**src/rtl/mult_share_arb.sv**
```systemverilog
// mult_share_arb: round-robin arbiter sharing one signed WIDTHxWIDTH multiplier among NREQ requesters
//   clk, rst_n     : rising-edge clock, asynchronous active-low reset
//   req[NREQ]      : per-requester request, held with stable operands until granted
//   a_in, x_in     : packed signed operands, requester i at [i*WIDTH +: WIDTH]
//   gnt[NREQ]      : one-cycle one-hot grant (MUL cycle)
//   rsp_valid[NREQ]: one-cycle one-hot response strobe (RESP cycle)
//   result         : full-precision signed product of the last completed operation
//   busy           : high whenever the sequencer is not idle
module mult_share_arb #(
    parameter int NREQ  = 4,
    parameter int WIDTH = 8
) (
    input  logic                  clk,
    input  logic                  rst_n,
    input  logic [NREQ-1:0]       req,
    input  logic [NREQ*WIDTH-1:0] a_in,
    input  logic [NREQ*WIDTH-1:0] x_in,
    output logic [NREQ-1:0]       gnt,
    output logic [NREQ-1:0]       rsp_valid,
    output logic [2*WIDTH-1:0]    result,
    output logic                  busy
);
    localparam int IW = $clog2(NREQ);
    typedef enum logic [1:0] {IDLE, MUL, RESP} state_t;
    state_t                    state_q, state_d;
    logic [IW-1:0]             ptr_q, ptr_d, id_q, id_d, win;
    logic signed [WIDTH-1:0]   op_a_q, op_a_d, op_x_q, op_x_d, win_a, win_x;
    logic [NREQ-1:0]           gnt_q, gnt_d, rsp_q, rsp_d;
    logic signed [2*WIDTH-1:0] result_q, result_d, prod;
    logic [IW-1:0]             cand [NREQ];
    logic [WIDTH-1:0]          a_arr [NREQ];
    logic [WIDTH-1:0]          x_arr [NREQ];
    for (genvar i = 0; i < NREQ; i++) begin : g_slot
        // cand[i] is the i-th requester in priority order, starting at ptr
        assign cand[i]  = IW'((int'(ptr_q) + i) % NREQ);
        assign a_arr[i] = a_in[i*WIDTH +: WIDTH];
        assign x_arr[i] = x_in[i*WIDTH +: WIDTH];
    end
    // The single shared multiplier; signed operands are sign-extended to the full product width.
    assign prod = op_a_q * op_x_q;
    // Descending scan so the lowest-offset requesting candidate overwrites the rest.
    always_comb begin
        win   = '0;
        win_a = '0;
        win_x = '0;
        for (int k = NREQ - 1; k >= 0; k--) begin
            if (req[cand[k]]) begin
                win   = cand[k];
                win_a = a_arr[cand[k]];
                win_x = x_arr[cand[k]];
            end
        end
    end
    always_comb begin
        state_d  = state_q;
        ptr_d    = ptr_q;
        id_d     = id_q;
        op_a_d   = op_a_q;
        op_x_d   = op_x_q;
        gnt_d    = '0;
        rsp_d    = '0;
        result_d = result_q;
        case (state_q)
            IDLE: if (|req) begin
                state_d = MUL;
                id_d    = win;
                op_a_d  = win_a;
                op_x_d  = win_x;
                gnt_d   = NREQ'(1) << win;
            end
            MUL: begin
                state_d  = RESP;
                result_d = prod;
                rsp_d    = NREQ'(1) << id_q;
            end
            default: begin
                state_d = IDLE;
                ptr_d   = (id_q == IW'(NREQ - 1)) ? '0 : id_q + 1'b1;
            end
        endcase
    end
    always_ff @(posedge clk or negedge rst_n) begin
        if (!rst_n) begin
            state_q  <= IDLE;
            ptr_q    <= '0;
            id_q     <= '0;
            op_a_q   <= '0;
            op_x_q   <= '0;
            gnt_q    <= '0;
            rsp_q    <= '0;
            result_q <= '0;
        end else begin
            state_q  <= state_d;
            ptr_q    <= ptr_d;
            id_q     <= id_d;
            op_a_q   <= op_a_d;
            op_x_q   <= op_x_d;
            gnt_q    <= gnt_d;
            rsp_q    <= rsp_d;
            result_q <= result_d;
        end
    end
    assign gnt       = gnt_q;
    assign rsp_valid = rsp_q;
    assign result    = result_q;
    assign busy      = state_q != IDLE;
endmodule

```
**config.mk**
```make
export PLATFORM = sky130hd
export DESIGN_NAME = mult_share_arb
export DESIGN_NICKNAME = d
export VERILOG_FILES = /design/src/rtl/mult_share_arb.sv
export SDC_FILE = /design/constraint.sdc
export NUM_CORES = 1
export LEC_CHECK = 0
export ABC_AREA = 1
export BUFFER_PORTS_ARGS = -buffer_cell sky130_fd_sc_hd__buf_2
export CORE_AREA = 8 8 125 127
export DETAILED_ROUTE_END_ITERATION = 10
export DIE_AREA = 0 0 133 135
export GPL_ROUTABILITY_DRIVEN = 0
export PLACE_DENSITY = 0.71
export SETUP_SLACK_MARGIN = 0.05
export SLEW_MARGIN = 40
export SYNTH_ARGS = -nofsm -noshare
export SYNTH_HDL_FRONTEND = slang
export SYNTH_SLANG_ARGS = --single-unit
```
**constraint.sdc**
```tcl
create_clock -name clk -period 13.3 [get_ports clk]
set_clock_uncertainty 0.15 [all_clocks]
set_input_delay 2.66 -clock clk [delete_from_list [all_inputs] [get_ports clk]]
set_output_delay 2.66 -clock clk [all_outputs]
set_load 0.01 [all_outputs]
```
; ---- Word-level counts from Yosys, hierarchy flattened
; Index checks and enable logic that the tools add are counted.
[classes]
addsub = 4
multipliers = 1
magnitude_cmp = 8
eq_ne = 3
n_shift = 2
muxes = 50
n_bitwise = 4
n_reduce_logical = 5
[ops]
columns = operator, n
row1 = 2-to-1 mux 8 bit, 24
row2 = binary-select mux 8 bit (select 2 bit), 8
row3 = multiplier 8 x 8 -> 16 bit, 1
row4 = greater-or-equal comparator 3 bit (second input constant), 4
row5 = less-than comparator 2 x 3 -> 1 bit (second input constant), 4
row6 = 2-to-1 mux 2 bit, 6
row7 = 2-to-1 mux 4 bit, 3
row8 = NOT 2 -> 3 bit, 4
row9 = binary-select mux 1 bit (select 2 bit), 4
row10 = << shifter 1 x 2 -> 4 bit (first input constant), 2
row11 = adder 2 x 1 -> 2 bit (second input constant), 2
row12 = adder 2 bit (second input constant), 2
row13 = 2-to-1 mux 1 bit, 4
row14 = case mux 2 bit (2 select lines), 1
row15 = OR reduction 4 bit, 1
row16 = equality test 2 x 1 -> 1 bit (second input constant), 1
row17 = equality test 2 bit (second input constant), 1
row18 = logical NOT 2 bit, 1
row19 = != test 2 bit (second input constant), 1
row20 = AND reduction 2 bit, 1
row21 = nonzero test 2 bit, 1
row22 = OR reduction 2 bit, 1
[totals]
reg_bits = 46
inputBits = 70
out_inout_bits = 25
elab_cells = 85

; ---- Logic depth before layout (Yosys ltp)
; Gate-level depths: netlist of the first run.
[depth]
ltp_word = 10
depth_mapped = 22
mapped_depth_nobuf = 21

; ---- Worst setup path after synthesis of the first run
; Ideal clock, no wire load.
[synth_path]
kind = flip-flop to flip-flop
from = register op_a_q[0]
to = register result_q[10], in the netlist result[10]
setup_time_ns = 0.136
arrival_time_ns = 4.039
required_time_ns = 13.014
slack_ns = 8.975
stages_incl_launch_ff = 16
n_path_buf = 1
period_less_slack_ns = 4.325
path_cell_list = dfrtp_1 clkbuf_1 or2_2 fa_1 fa_1 inv_1 fa_1 inv_1 fa_1 inv_1 ha_1 a21oi_1 o21ai_0 a21oi_1 xor2_1 o21ai_0
[synth_between]
elab_chain_cells = 1
[synth_rtl]
columns = item, line
row1 = from (decl), 27  ; logic signed [WIDTH-1:0] op_a_q, op_a_d, op_x_q, op_x_d, win_a, win_x;
row2 = from (signal assigned), 96  ; op_a_q <= op_a_d;
row3 = multiplier 8 x 8 -> 16 bit, 40  ; assign prod = op_a_q * op_x_q;
row4 = to (signal assigned), 100  ; result_q <= result_d;
row5 = to (decl), 29  ; logic signed [2*WIDTH-1:0] result_q, result_d, prod;
; Every way passes these cells.
; A chain may end at the register's enable or synchronous reset.

; ---- Worst setup path after layout of the first run
[layout_path]
from = register op_x_q[7]
to = register result_q[10], in the netlist result[10]
[layout_between]
elab_chain_cells = 1
[layout_rtl]
columns = item, line
row1 = from (decl), 27
row2 = from (signal assigned), 97  ; op_x_q <= op_x_d;
row3 = multiplier 8 x 8 -> 16 bit, 40
; Every way passes these cells.

==> results of run 1 <==
[final timing paths]
| kind | startpoint | end | slack, ns | cells past startpoint |
|---|---|---|---|---|
| setup / recovery | op_x_q[7]$_DFFE_PN0P_ | result[10]$_DFFE_PN0P_ | 8.74 | 15 |
| hold / removal | result[2]$_DFFE_PN0P_ | result[2]$_DFFE_PN0P_ | 0.31 | 2 |
| setup reg to reg | op_x_q[7]$_DFFE_PN0P_ | result[10]$_DFFE_PN0P_ | 8.74 | 15 |
| hold reg to reg | result[2]$_DFFE_PN0P_ | result[2]$_DFFE_PN0P_ | 0.31 | 2 |
| max in group asynchronous | rst_n | ptr_q[0]$_DFFE_PN0N_ | 10.38 | 1 |
| min in group asynchronous | rst_n | gnt[1]$_DFF_PN0_ | 2.22 | 1 |
[registers in the layout (all words and copies together), names as in the netlist]
name,flops
state_q,2
op_a_q,8
rsp_valid,4
gnt,4
result,16
id_q,2
op_x_q,8
ptr_q,2
[cell usage after synthesis]
cell type  number  share of area, %
nand2_1       386                21
inv_1         220                12
nand3_1        86               6.3
o21ai_0        61               4.5
fa_1           55                16
nor2_1         53               2.9
dfrtp_1        46                17
ha_1           33               6.0
clkbuf_1       27               1.5
a21oi_1        13              0.95
buf_6          13               2.1
nand4_1        12               1.1
nand2_2        11               1.0
a31oi_1        10              0.91
buf_2          10              0.73
nand2_4         8               1.3
mux2i_1         7               1.0
nor3_1          7              0.51
a21o_1          3              0.33
inv_2           3              0.16
o21ai_1         3              0.22
xnor2_1         3              0.38
buf_4           2              0.22
o21ai_2         2              0.26
or2_2           2              0.18
xor2_1          2              0.26
nand2_8         1              0.29
nand3_2         1              0.15
nand3_4         1              0.26
nor2_4          1              0.16
o21bai_1        1              0.11
[cell usage in the layout, fill, tap and decap left out, drive strengths merged, types with 6 or more instances in the layout]
cell type  count
nor2          54
nand4         12
ha            33
a31oi         10
fa            55
mux2i          7
clkbuf         6
dfrtp         46
nor3           7
nand3         88
buf           98
a21oi         13
o21ai         66
inv          223
nand2        406
[worst register-to-register path: cells and delay by family (launching register included)]
family,cells,cell delay (ns)
buf+inv,4,0.30
flops,1,0.40
fa+ha+maj,5,2.42
xor+xnor,1,0.15
compound gates,4,0.70
simple gates,1,0.31
[final cells by class]
type	instances	area, sq um
clock buffer	6	129
clock inverter	2	13.8
fill	1365	6210
inverter	223	837
multi-input combinational	762	4540
sequential	46	1150
tap	180	225
timing repair buffer	98	503
[per-layer routing]
layer / track usage (%) / vias up / wire [microns]
met1: 24.4 / 2840 / 7610
met2: 29.1 / 166 / 7060
li1: - / 3354 / -
met5: 0 / - / 0
met3: 3.38 / 12 / 950
met4: 3.72 / 0 / 143
[kinds of logic (layout without fill, tap and decap cells)]
| kind of cell | count (synthesis) | in the layout | synth area share (%) |
|---|---|---|---|
| mux | 7 | 7 | 1.02 |
| fa+ha+maj | 88 | 88 | 22.1 |
| compound gates | 93 | 93 | 7.24 |
| flops | 46 | 46 | 16.8 |
| simple gates | 569 | 569 | 35.3 |
| buf+inv | 275 | 329 | 16.8 |
| xor+xnor | 5 | 5 | 0.640 |
[stage by stage]
step | hold WS, ns | utilization [%]
6_report | 0.315 | 54.4
5_1_grt | 0.334 | 54.4
4_1_cts | 0.321 | 54.4
2_1_floorplan | 0.349 | -
3_5_place_dp | 0.303 | 53.4
3_3_place_gp | 0.299 | 53.3
==> flow_summary.toml, run 1 <==
[timing]
layout_min_cycle_time_ns = 4.56
hold_viol_final = 0
setup_viol = 0
tns_ns = 0
finalWorstSetupSlack_ns = 8.74
tightest_slew_ns = 0.749
fmax_mhz = 219
rsz0062_at_grt = "false"
drv_slew = 0
slew_headroom_pct = 50.1
layout_worst_path_cycle_share_pct = 34.3

[layout]
fin_nets = 1294
layout-drive-gt1-share_pct = 12.0
syn2layout_area_growth_pct = 8.21
n_antenna_cell = 0
fin_area_sq_um = 7400
layout.cells.non_filler = 1317

[clock_tree]
cts_buffers = 5
cts_resized = 0
cts.clk_slew.worst_paths_ns = 0.06
clock_latency_ns = 0.28
htreeDepth = 2
root_buffer = "clkbuf_16"
cts_buffer_depth = 2
post-cts-setup-buffers = 0
cts_tree = "built"
clock_sinks = 46
cts_hold_buf = 0

[flow_run]
maxCapViolCount = 0

[floorplan]
die-area_sq_um = 18000
initial_utilization_pct = 50.3
ios = 95
fp.dieH_microns = 135
core_sq_um = 13600
die_w_microns = 133
fp-row-count = 43

[yosys]
synth_warnings = 0
ys_seq_area_share_pct = 16.8
synth_area_sq_um = 6840
syn_inst = 1083
synth_seq_cells = 46
avgSynthCellArea_sq_um = 6.32
synthDistinctLibCells = 31
syn_nets = 1241

[critical_path]
critPathMaxFanout = 8
cpPeakStageDelay_ns = 0.55
crit_buf_inv = 4
path_class = "flop to flop"
path_cells = "inv_1, or2_2, fa_1, fa_1, inv_1, fa_1, inv_1, fa_1, inv_1, ha_1, a21oi_1, o21ai_0, a21oi_1, xor2_1, o21ai_0"
critPathSlowestCell = "fa_1"
cp-end-kind = "flop"
crit_required_ns = 13.29
cp.arrival_ns = 4.55
path_delay_family = "adder cells"
cp-start-kind = "flop"

[outcome]
outcome = "complete, no violations"

[routing]
wl_mm = 15.8
avgRoutedWirePerCell_microns = 12.0
drt-initial-drc-count = 366
drt_pass1_iterations = 5
via_count = 6372
drc = 0
vias_per_cell = 4.84
ant_nets = 0

[placement]
place_inst = 1309
hpwl_mm = 12.5
dpl_cell_area_sq_um = 7260
port_buffers = 94
pre_cts_ws_ns = 8.76

[grt]
grt_pass1_vias = 5971
grt_usage_pct = 18.0
grt_max_degree = 53
grt_first_pass_wirelength_mm = 27.5
grt_remaining_overflow = 0
antenna_found_initial = 0

[worst_hold_path]
min-delay-path-class = "flop to flop"
Power of run 1 is left out: the tool's default activity adds up to more than one toggle a clock period on the data nets, which glitch-free logic cannot reach.
==> run 2: changes to the inputs <==
- ABC_AREA: 1 -> 0
- CORE_AREA: 8 8 125 127 -> 8 8 120 122
- DIE_AREA: 0 0 133 135 -> 0 0 128 130
- PLACE_DENSITY: 0.71 -> 0.74
- clock period: 13.3 -> 3.71 ns (I/O delays scaled with it)
==> flow_summary.toml, run 2 <==
[outcome]
outcome = "complete, but fails checks"
violations = "negative setup slack"

[yosys]
synth_edf_count = 0
syn_inst = 636
synth_area_sq_um = 6210
ys_top_cells_by_area = "dfrtp_1, fa_1, mux4_2, ha_1, mux2i_1"
synthDistinctLibCells = 58
synth_seq_cells = 46
yosys-top-cells-count = "inv_1, nand2_1, fa_1"
async_reset_ff_share_pct = 100
synth_warnings = 0
synth_most_common_cell = "inv_1"
ys.flop_type = "dfrtp_1"
ys_seq_area_share_pct = 18.5
avgSynthCellArea_sq_um = 9.76
synth_top_area_share_pct = 18.5
yosys.area.top_type = "dfrtp_1"
syn_nets = 794

[floorplan]
ios = 95
fp.dieH_microns = 130
core_sq_um = 12400
initial_utilization_pct = 50.0
fp-row-count = 41
die_w_microns = 128
die-area_sq_um = 16600

[routing]
wl_mm = 14.9
via_count = 5117
avgRoutedWirePerCell_microns = 15.6
vias_per_cell = 5.36
drc = 0
drt_pass1_iterations = 4
ant_nets = 0
drt-initial-drc-count = 336

[grt]
grt_first_pass_wirelength_mm = 25.2
grt_max_degree = 53
grt_pass1_vias = 5428
grt_remaining_overflow = 0
antenna_found_initial = 0
grt_usage_pct = 18.2

[clock_tree]
cts_tree = "built"
clock_latency_ns = 0.29
htreeDepth = 2
cts_buffers = 5
cts_buffer_depth = 2
clock_sinks = 46
cts.clk_slew.worst_paths_ns = 0.07
root_buffer = "clkbuf_16"

[layout]
fin_area_sq_um = 7780
layout.cells.non_filler = 955
fin_nets = 940
n_antenna_cell = 0
syn2layout_area_growth_pct = 25.4
largest_reg_flops = 16
final_common_cell = "buf_2"
layout-drive-gt1-share_pct = 38.4
final_cell_mix = "buf_2, buf_4, inv_1"

[critical_path]
crit_top_cell = "fa_1"
critPathMaxFanout = 5
cpPeakStageDelay_ns = 0.57
critPathLaunch = "op_a_q[4]$_DFFE_PN0P_"
crit_buf_inv = 3
cp.arrival_ns = 4.43
timing.rr.start = "op_a_q[4]$_DFFE_PN0P_"
crit_required_ns = 3.73
rrSetupSlack_ns = -0.70
cp-end-kind = "flop"
path_cells = "and2_4, fa_1, fa_1, fa_1, inv_2, fa_1, inv_2, ha_4, a2111oi_4, o21ai_2, a221oi_2, buf_4, xor2_1, o21ai_1"
path_delay_family = "adder cells"
path_class = "flop to flop"
rr_endpoint = "result[13]$_DFFE_PN0P_"
critPathSlowestCell = "fa_1"
r2r_cells = 14
cp-start-kind = "flop"
cp.depth = 14
crit_path_end = "result[13]$_DFFE_PN0P_"

[placement]
place_inst = 935
hpwl_mm = 11.6
dpl_cell_area_sq_um = 7290
port_buffers = 94

[timing]
hold_viol_final = 0
layout_min_cycle_time_ns = 4.41
drv_slew = 0
finalWorstSetupSlack_ns = -0.699
slew_headroom_pct = 51.1
tightest_slew_ns = 0.733
rsz0062_at_grt = "true"
fmax_mhz = 227
setup_viol = 10
layout_worst_path_cycle_share_pct = 119
hold-worst-slack_ns = 0.301

[flow_run]
maxCapViolCount = 0

[worst_hold_path]
min-delay-path-class = "input pin to asynchronous set/reset pin"
-- run 2: cell types whose count changed after synthesis, moves of 32 or more --
cell	before	now
mux2i_1	7	39
nand3_1	86	3
mux4_2	0	32
inv_1	220	85
o21ai_0	61	18
and2_1	0	47
nand2_1	386	70
-- run 2: per-stage QoR --
stage	setup TNS (ns)	util [%]	worst slack, ns
after floorplan	-2.50	-	-0.546
after global placement	-3.71	58.7	-0.634
after detailed placement	-4.33	58.7	-0.720
after CTS	-4.42	61.9	-0.669
after global routing	-6.15	62.7	-0.837
final	-4.54	62.7	-0.699
-- run 2: cell type report --
type	instances	area (sq um)
clock inverter	3	68.8
tap	172	215
sequential	46	1170
clock buffer	5	125
timing repair buffer	172	1070
inverter	86	323
fill	1001	4630
multi-input combinational	471	4810
-- run 2: kinds of logic after synthesis --
logic type,share of synthesized area (%)
AO/OA/AOI/OAI,12.7
XOR/XNOR,1.83
adder cells (fa/ha/maj),24.4
buffers and inverters,8.77
flip-flops,18.5
multiplexers,18.4
AND/OR/NAND/NOR,15.3
-- run 2: worst min path at each step --
stage	endpoint	slack, ns	cells past startpoint
2_1_floorplan	gnt[0]$_DFF_PN0_	0.30	0
6_report	result[4]$_DFFE_PN0P_	0.30	1
3_5_place_dp	result[0]$_DFFE_PN0P_	0.31	2
5_1_grt	result[3]$_DFFE_PN0P_	0.35	2
4_1_cts	result[0]$_DFFE_PN0P_	0.32	2
3_3_place_gp	result[0]$_DFFE_PN0P_	0.30	2
-- run 2: routing by layer --
layer / GRT usage (%) / vias to the layer above / routed length [microns]
met5: 0 / - / 0
met1: 22.8 / 2500 / 6480
li1: - / 2461 / -
met3: 2.61 / 15 / 611
met4: 3.71 / 0 / 136
met2: 32.7 / 141 / 7680
-- run 2: timing repair --
| action | 4_1_cts | 5_1_grt |
|---|---|---|
| setup buffers | 9 | 3 |
| pin swaps | 32 | 12 |
| resized for setup | 40 | 27 |
| hold buffers | 0 | 0 |
| setup endpoints to repair | 10 | 11 |
Power of run 2 is left out for the same reason.
